<file path="config.mk">
export PLATFORM = sky130hd
export DESIGN_NAME = or1200_if_pfq
export DESIGN_NICKNAME = d
export VERILOG_FILES = /design/src/rtl/or1200_if_pkg.sv /design/src/rtl/or1200_if_pfq_mem.sv /design/src/rtl/or1200_if_pfq.sv
export SDC_FILE = /design/constraint.sdc
export NUM_CORES = 1
export LEC_CHECK = 0
export ABC_AREA = 1
export CORE_MARGIN = 1
export CORE_UTILIZATION = 45
export CTS_CLUSTER_DIAMETER = 60
export DETAILED_ROUTE_END_ITERATION = 16
export DONT_BUFFER_PORTS = 1
export GPL_TIMING_DRIVEN = 1
export PLACE_DENSITY = 0.59
export SLEW_MARGIN = 20
export SYNTH_ARGS = -nofsm -noshare
export SYNTH_HDL_FRONTEND = slang
export SYNTH_HIERARCHICAL = 1
export SYNTH_SLANG_ARGS = --single-unit
</file>
<file path="constraint.sdc">
create_clock -name clk -period 7.44 [get_ports clk]
set_input_delay 0.744 -clock clk [delete_from_list [all_inputs] [get_ports clk]]
set_output_delay 0.744 -clock clk [all_outputs]
set_load 0.02 [all_outputs]
</file>
<file path="src/rtl/or1200_if_pkg.sv">
// Shared definitions for the OR1200 instruction-fetch prefetch queue.
// Holds the two NOP encodings, the instruction-tag error codes, the queue
// entry layout and a helper that packs a fetch response into an entry.
package or1200_if_pkg;

  // NOP injected on flush, forced no-delay-slot, rfe and fetch errors
  localparam logic [31:0] NOP_EXC  = 32'h1541_0000;
  // NOP presented while no instruction is available
  localparam logic [31:0] NOP_IDLE = 32'h1561_0000;

  localparam logic [3:0] ITAG_TE = 4'hd;  // ITLB miss
  localparam logic [3:0] ITAG_PE = 4'hc;  // IMMU page fault
  localparam logic [3:0] ITAG_BE = 4'hb;  // bus error

  // err[2]=TLB miss, err[1]=MMU fault, err[0]=bus error
  typedef struct packed {
    logic [31:0] insn;
    logic [29:0] pc;
    logic [2:0]  err;
  } if_entry_t;

  // Build an entry from one fetch response; errored fetches carry a NOP
  function automatic if_entry_t make_entry(input logic [31:0] dat,
                                           input logic [29:0] pc,
                                           input logic        err,
                                           input logic [3:0]  tag);
    if_entry_t e;
    e.insn = err ? NOP_EXC : dat;
    e.pc   = pc;
    e.err  = {err && (tag == ITAG_TE),
              err && (tag == ITAG_PE),
              err && (tag == ITAG_BE)};
    return e;
  endfunction

endpackage

</file>
<file path="src/rtl/or1200_if_pfq_mem.sv">
// Prefetch queue storage: DEPTH entries, one write port, one asynchronous
// read port. Contents are not reset; validity is tracked by the pointers.
//   clk      : rising-edge clock
//   we_i     : write enable
//   waddr_i  : write address
//   wdata_i  : entry to store
//   raddr_i  : read address
//   rdata_o  : entry at raddr_i (combinational)
module or1200_if_pfq_mem
  import or1200_if_pkg::*;
#(
  parameter int DEPTH = 4,
  parameter int AW    = $clog2(DEPTH)
) (
  input  logic            clk,
  input  logic            we_i,
  input  logic [AW-1:0]   waddr_i,
  input  if_entry_t       wdata_i,
  input  logic [AW-1:0]   raddr_i,
  output if_entry_t       rdata_o
);

  if_entry_t mem_q [DEPTH];

  // Entry write
  always_ff @(posedge clk) begin
    if (we_i) begin
      mem_q[waddr_i] <= wdata_i;
    end
  end

  assign rdata_o = mem_q[raddr_i];

endmodule

</file>
<file path="src/rtl/or1200_if_pfq.sv">
// OR1200 instruction-fetch prefetch queue. Buffers fetch responses and
// presents the head instruction, its PC and its exception flags to ID.
// When the queue is empty and ID consumes in the same cycle as a response,
// the response falls straight through with zero latency.
//   clk, rst         : clock, synchronous active-low reset
//   icpu_*_i         : fetch response (data, ack, err, address, error tag)
//   icpu_rdy_o       : queue can accept a response (not full)
//   if_freeze        : ID not consuming
//   if_flushpipe     : drop all queued and in-flight instructions
//   no_more_dslot    : force NOP and suppress exceptions
//   rfe              : force NOP
//   if_insn, if_pc   : instruction and PC presented to ID
//   if_stall         : no instruction available
//   except_*         : exception flags of the head entry
//   if_fill          : occupancy
module or1200_if_pfq
  import or1200_if_pkg::*;
#(
  parameter int DEPTH = 4,
  parameter int CNTW  = $clog2(DEPTH) + 1
) (
  input  logic            clk,
  input  logic            rst,
  input  logic [31:0]     icpu_dat_i,
  input  logic            icpu_ack_i,
  input  logic            icpu_err_i,
  input  logic [31:0]     icpu_adr_i,
  input  logic [3:0]      icpu_tag_i,
  output logic            icpu_rdy_o,
  input  logic            if_freeze,
  input  logic            if_flushpipe,
  input  logic            no_more_dslot,
  input  logic            rfe,
  output logic [31:0]     if_insn,
  output logic [31:0]     if_pc,
  output logic            if_stall,
  output logic            except_itlbmiss,
  output logic            except_immufault,
  output logic            except_ibuserr,
  output logic [CNTW-1:0] if_fill
);

  localparam int PW = $clog2(DEPTH);

  logic [PW-1:0]   wr_ptr_q, wr_ptr_d, rd_ptr_q, rd_ptr_d;
  logic [CNTW-1:0] fill_q, fill_d;

  logic      resp_s, full_s, empty_s, accept_s, consume_s;
  logic      wr_en_s, pop_s, head_vld_s;
  if_entry_t new_entry_s, rd_entry_s, head_s;
  logic      unused_adr_s;

  // Wrapping pointer increment
  function automatic logic [PW-1:0] ptr_inc(input logic [PW-1:0] p);
    if (p == PW'(DEPTH - 1)) begin
      return '0;
    end else begin
      return p + PW'(1);
    end
  endfunction

  assign unused_adr_s = ^icpu_adr_i[1:0];

  assign resp_s    = icpu_ack_i | icpu_err_i;
  assign full_s    = (fill_q == CNTW'(DEPTH));
  assign empty_s   = (fill_q == CNTW'(0));
  assign accept_s  = resp_s & ~full_s & ~if_flushpipe;
  assign if_stall  = empty_s & ~resp_s;
  assign consume_s = ~if_freeze & ~if_stall & ~if_flushpipe;

  // Fall-through (empty and consumed now) bypasses storage entirely
  assign wr_en_s = accept_s & ~(empty_s & consume_s);
  assign pop_s   = consume_s & ~empty_s;

  assign new_entry_s = make_entry(icpu_dat_i, icpu_adr_i[31:2], icpu_err_i, icpu_tag_i);

  or1200_if_pfq_mem #(.DEPTH(DEPTH), .AW(PW)) u_mem (
    .clk     (clk),
    .we_i    (wr_en_s),
    .waddr_i (wr_ptr_q),
    .wdata_i (new_entry_s),
    .raddr_i (rd_ptr_q),
    .rdata_o (rd_entry_s)
  );

  // Pointer and occupancy next state
  always_comb begin
    wr_ptr_d = wr_ptr_q;
    rd_ptr_d = rd_ptr_q;
    fill_d   = fill_q;
    if (if_flushpipe) begin
      wr_ptr_d = '0;
      rd_ptr_d = '0;
      fill_d   = '0;
    end else begin
      if (wr_en_s) begin
        wr_ptr_d = ptr_inc(wr_ptr_q);
      end else begin
        wr_ptr_d = wr_ptr_q;
      end
      if (pop_s) begin
        rd_ptr_d = ptr_inc(rd_ptr_q);
      end else begin
        rd_ptr_d = rd_ptr_q;
      end
      case ({wr_en_s, pop_s})
        2'b10:   fill_d = fill_q + CNTW'(1);
        2'b01:   fill_d = fill_q - CNTW'(1);
        default: fill_d = fill_q;
      endcase
    end
  end

  // Pointer and occupancy state; reset wins over everything
  always_ff @(posedge clk) begin
    if (!rst) begin
      wr_ptr_q <= '0;
      rd_ptr_q <= '0;
      fill_q   <= '0;
    end else begin
      wr_ptr_q <= wr_ptr_d;
      rd_ptr_q <= rd_ptr_d;
      fill_q   <= fill_d;
    end
  end

  // Head selection and output muxing toward ID
  always_comb begin
    head_s     = empty_s ? new_entry_s : rd_entry_s;
    head_vld_s = ~empty_s | resp_s;
    if (no_more_dslot | rfe | if_flushpipe) begin
      if_insn = NOP_EXC;
    end else if (head_vld_s) begin
      if_insn = head_s.insn;
    end else begin
      if_insn = NOP_IDLE;
    end
    if_pc = {head_s.pc, 2'b00};
    if (head_vld_s && !no_more_dslot) begin
      {except_itlbmiss, except_immufault, except_ibuserr} = head_s.err;
    end else begin
      {except_itlbmiss, except_immufault, except_ibuserr} = 3'b000;
    end
  end

  assign icpu_rdy_o = ~full_s;
  assign if_fill    = fill_q;

endmodule

</file>
# Word level (Yosys, flattened, before mapping)
# Memory sizes are Yosys's and may differ from the RTL's. A register that Yosys moved wholly into a read port is not among the register bits.
# Index checks and enable logic that the tools add are counted.
dict set report word_totals {
  register_bits 7
  mem_bits_rw 260
  in_bits 76
  out_inout_bits 72
  memories 1
}
dict set report classes {
  add_sub_neg 4
  eq_ne 8
  mux 14
  n_bitwise 20
  reduce_logical 8
}
# name words word_bits read_ports rd_ports_with_merged_regs write_ports line_no
set memory_table {}
lappend memory_table {u_mem.mem_q 4 65 1 1 1 or1200_if_pfq_mem.sv:23} ;# if_entry_t mem_q [DEPTH];
# op n
set ops {}
lappend ops {{$mux W32} 3}
lappend ops {{$mux W65} 1}
lappend ops {{$eq A4 B4 Y1 const B} 3}
lappend ops {{$and A1 B1 Y1} 8}
lappend ops {{$mux W2} 4}
lappend ops {{$not A1 Y1} 8}
lappend ops {{$eq A2 B2 Y1 const B} 3}
lappend ops {{$pmux W3 S2} 1}
lappend ops {{$mux W1} 5}
lappend ops {{$add A2 B1 Y2 const B} 2}
lappend ops {{$logic_and A1 B1 Y1} 4}
lappend ops {{$or A1 B1 Y1} 4}
lappend ops {{$add A3 B1 Y3 const B} 1}
lappend ops {{$eq A3 B3 Y1 const B} 1}
lappend ops {{$logic_not A3 Y1} 1}
lappend ops {{$sub A3 B1 Y3 const B} 1}
lappend ops {{$eq A2 B1 Y1 const B} 1}
lappend ops {{$reduce_bool A2 Y1} 1}
lappend ops {{$reduce_or A2 Y1} 1}
lappend ops {{$logic_not A1 Y1} 1}

# Depth between registers and ports, before layout
dict set report logic_depth {
  depth_word 11
  mapped_depth 14
  ltp_nobuf 13
}

# Modules after synthesis
# Netlist, hierarchy kept.
# mod instances cells_per_inst area_per_inst_um2 seq_area_each_um2
set modules_own_cells {}
lappend modules_own_cells {or1200_if_pfq_mem 1 1027 10976.8 7807.5}
lappend modules_own_cells {or1200_if_pfq 1 360 1781.7 140.1}

# Worst setup path after synthesis
# Ideal clock, no wire load.
dict set report synth_timing {
  path_type {input -> register}
  start {in icpu_err_i}
  end {mem u_mem/mem_q[1][0] (netlist name), enable pin}
  setup_time_ps 568
  t_arrival_ps 5699
  t_required_ps 6872
  setup_slack_ps 1173
  stages 7
  path_cell_list {buf_4 -> nor2_2 -> nor2_1 -> nand3_1 -> inv_1 -> inv_1 -> nor3_1}
}
dict set report synth_via {
  elab_chain_cells 11
  word_cells_on_any_way 13
  cone_classes {mux (2); bitwise (11)}
}
# item line_no
set synth_lines {}
lappend synth_lines {{from (decl)} or1200_if_pfq.sv:26} ;# input logic icpu_err_i,
lappend synth_lines {{$or A1 B1 Y1 *} or1200_if_pfq.sv:64} ;# assign resp_s = icpu_ack_i | icpu_err_i;
lappend synth_lines {{$not A1 Y1} or1200_if_pfq.sv:68} ;# assign if_stall = empty_s & ~resp_s;
lappend synth_lines {{$and A1 B1 Y1} or1200_if_pfq.sv:68}
lappend synth_lines {{$not A1 Y1} or1200_if_pfq.sv:69} ;# assign consume_s = ~if_freeze & ~if_stall & ~if_flushpipe;
lappend synth_lines {{$and A1 B1 Y1 (2 in series)} or1200_if_pfq.sv:69}
lappend synth_lines {{$and A1 B1 Y1} or1200_if_pfq.sv:72} ;# assign wr_en_s = accept_s & ~(empty_s & consume_s);
lappend synth_lines {{$not A1 Y1} or1200_if_pfq.sv:72}
lappend synth_lines {{$and A1 B1 Y1 *} or1200_if_pfq.sv:72}
lappend synth_lines {{via wr_en_s} or1200_if_pfq.sv:49} ;# logic wr_en_s, pop_s, head_vld_s;
lappend synth_lines {{$mux W1 *} or1200_if_pfq_mem.sv:27} ;# if (we_i) begin
lappend synth_lines {{$mux W1 (implied by the code) *} or1200_if_pfq_mem.sv:28} ;# mem_q[waddr_i] <= wdata_i;
lappend synth_lines {{to (decl)} or1200_if_pfq_mem.sv:23}
# Mark *: on every way through the listed nets, which the timed path passes. The rest lies on a longest branch.

==> flow_summary.toml <==
[clocking]
ctsResizeCount = 0
htreeDepth = 1
clk_latency_ns = 0.54
hold_buffers = 0
clock_path_buffers = 3
cts_setup_buffers = 0
cts_buffers = 28
cts-root-buf = "clkbuf_16"
numClockSinks = 267
clkTransAtPathRegs_ns = 0.06
cts_tree = "yes"

[placed_design]
dp_hpwl_um = 15400
portBuffers = 0
gp_congestion = 0.715

[critical_path]
startpoint_type = "flop"
cp.arrival_ns = 3.57
timing.reg2reg.setup_slack_ns = 4.31
regToRegStartpoint = "if_fill[0]"
path_max_fanout = 80
ff2ff_path_depth = 14
cp.required_ns = 6.70
endpoint_kind = "output pin"
crit_path_start = "rd_ptr_q[0]"
r2r_end = "if_fill[2]"
crit_type = "reg2out"
cp-endpoint = "if_insn[21]"

[detailed_routing]
wl_um = 27900
vias_per_cell = 4.75
drtAntennaViolNets = 0
drtIter0Drc = 456
detail_route.wl_per_cell_um = 15.8
drc = 0
dr.pass1.iters = 5
num_vias = 8385

[timing]
layout_min_cycle_time_ns = 4.31
finalHoldViolCount = 0
tightest_slew_ns = 0.982
clock_skew_ns = 0.00757
max_freq_mhz = 232
slew_viol_final = 0
slew_headroom_pct = 33.9
holdWs_ns = 0.299
tns_ns = 0
setup_viol = 0
rsz0062_at_grt = "false"
fin_crit_sh_pct = 58.0

[floorplan]
start_util_pct = 45.8
num_rows = 61
fp.dieH_um = 170
ios = 148
core_area_um2 = 27900
fp.dieW_um = 170
die_area_um2 = 29000

[synthesis]
avgSynthCellArea_um2 = 9.20
ys_seq_elements = 267
ys_types = 24
ys_seq_area_share_pct = 62.3
netlist_instances = 1387
synth_area_um2 = 12800
synth_warnings = 6

[job]
cap_violations = 0

[power]
leakage_nw = 6.29
p_per_area_nw_per_um2 = 238
ir_worst_vdd_mv = 0.162
finalPower_mw = 3.28

[grt]
grt_pass1_vias = 8157
grt_pass1_wl_um = 43700
antenna_found_initial = 2
grt_usage_pct = 19.7
grt-ovfl-total = 0
grt_max_degree = 81

[status]
status = "finished clean"

[hold_path]
hp-class = "in2reg"

[cells_and_area]
final_cell_mix = "nand2_1, inv_1, edfxtp_1"
final_common_cell = "nand2_1"
nNetsFinal = 1447
drive_gt1_share_pct = 6.78
syn2layout_area_growth_pct = 8.18
[sequential cells by signal (all words and copies together), names as in the netlist]
register and count:
wr_ptr_q 2, u_mem/mem_q 260, if_fill 3, rd_ptr_q 2
[metal layers]
layer  GRT usage [%]  wire length, um  vias up
met2            33.7            13200      190
li1                -                -     4223
met4            5.99              812        2
met1            24.5            12100     3916
met5               0               13        -
met3            4.88             1740       54
[cells by family after synthesis]
| family | Yosys count | synth area share [%] |
|---|---|---|
| AOI/OAI and AO/OA | 37 | 2.06 |
| DFF | 267 | 62.3 |
| buffers and inverters | 377 | 12.8 |
| and+or+nand+nor | 701 | 22.4 |
| other | 1 | 0.0294 |
| adders and majority gates | 4 | 0.451 |
[metrics by stage]
stage,util (%),setup WS (ns),instance area (um2),instances
2_1_floorplan,-,1.17,12800,1388
3_3_place_gp,46.3,3.70,12900,1715
3_5_place_dp,46.3,3.70,12900,1715
4_1_cts,49.5,3.13,13800,1765
5_1_grt,49.5,2.91,13800,1766
6_report,49.5,3.13,13800,1766
[synth_stat cells]
cell type / number / area [um2]
nor3_2: 1 / 10.0
inv_2: 4 / 15.0
buf_4: 6 / 45.0
nand3_1: 139 / 696
o21ai_0: 5 / 25.0
a21oi_2: 20 / 175
nor2_2: 1 / 6.26
nand2_2: 5 / 31.3
edfxtp_1: 260 / 7810
ha_1: 3 / 37.5
dfxtp_1: 7 / 140
buf_6: 20 / 225
nand2_1: 498 / 1870
clkbuf_1: 2 / 7.51
fa_1: 1 / 20.0
nor3_1: 5 / 25.0
or2_2: 5 / 31.3
inv_1: 308 / 1160
nor2_4: 1 / 11.3
a21oi_1: 11 / 55.1
buf_2: 37 / 185
nor2_1: 46 / 173
conb_1: 1 / 3.75
a21boi_0: 1 / 7.51
[cell type report]
type | count | area [um2]
repair buffers | 14 | 105
clock buffers | 39 | 763
flip-flops and latches | 267 | 7960
multi-input cells | 744 | 3200
diodes | 1 | 2.50
inverters | 312 | 1170
clock inverters | 11 | 129
fillers | 2591 | 14100
well taps | 378 | 473
[worst min-delay path by stage]
stage / depth (start not counted) / end / start / slack, ns
after floorplan: 2 / rd_ptr_q[0] / rd_ptr_q[0] / 0.49
after global placement: 4 / wr_ptr_q[1] / wr_ptr_q[1] / 0.58
after detailed placement: 4 / wr_ptr_q[1] / wr_ptr_q[1] / 0.59
after CTS: 0 / u_mem/mem_q[2][15] / icpu_adr_i[14] / 0.28
after global routing: 0 / u_mem/mem_q[3][3] / icpu_adr_i[2] / 0.28
final: 0 / u_mem/mem_q[2][10] / icpu_adr_i[9] / 0.30
[worst max-delay path, cell delays in order, from the launching register on]
cell and delay (ns):
dfxtp_4 0.80, inv_4 0.41, buf_4 0.52, nand2_1 0.16
nand3_1 0.07, nand2_1 0.11, nand2_1 0.05, a21boi_0 0.80
[power by group]
group / switching (mW) / internal [mW]
sequential: 0.0130 / 1.69
combinational: 0.172 / 0.0512
clock: 0.544 / 0.814
(Power assumes the default switching activity.)
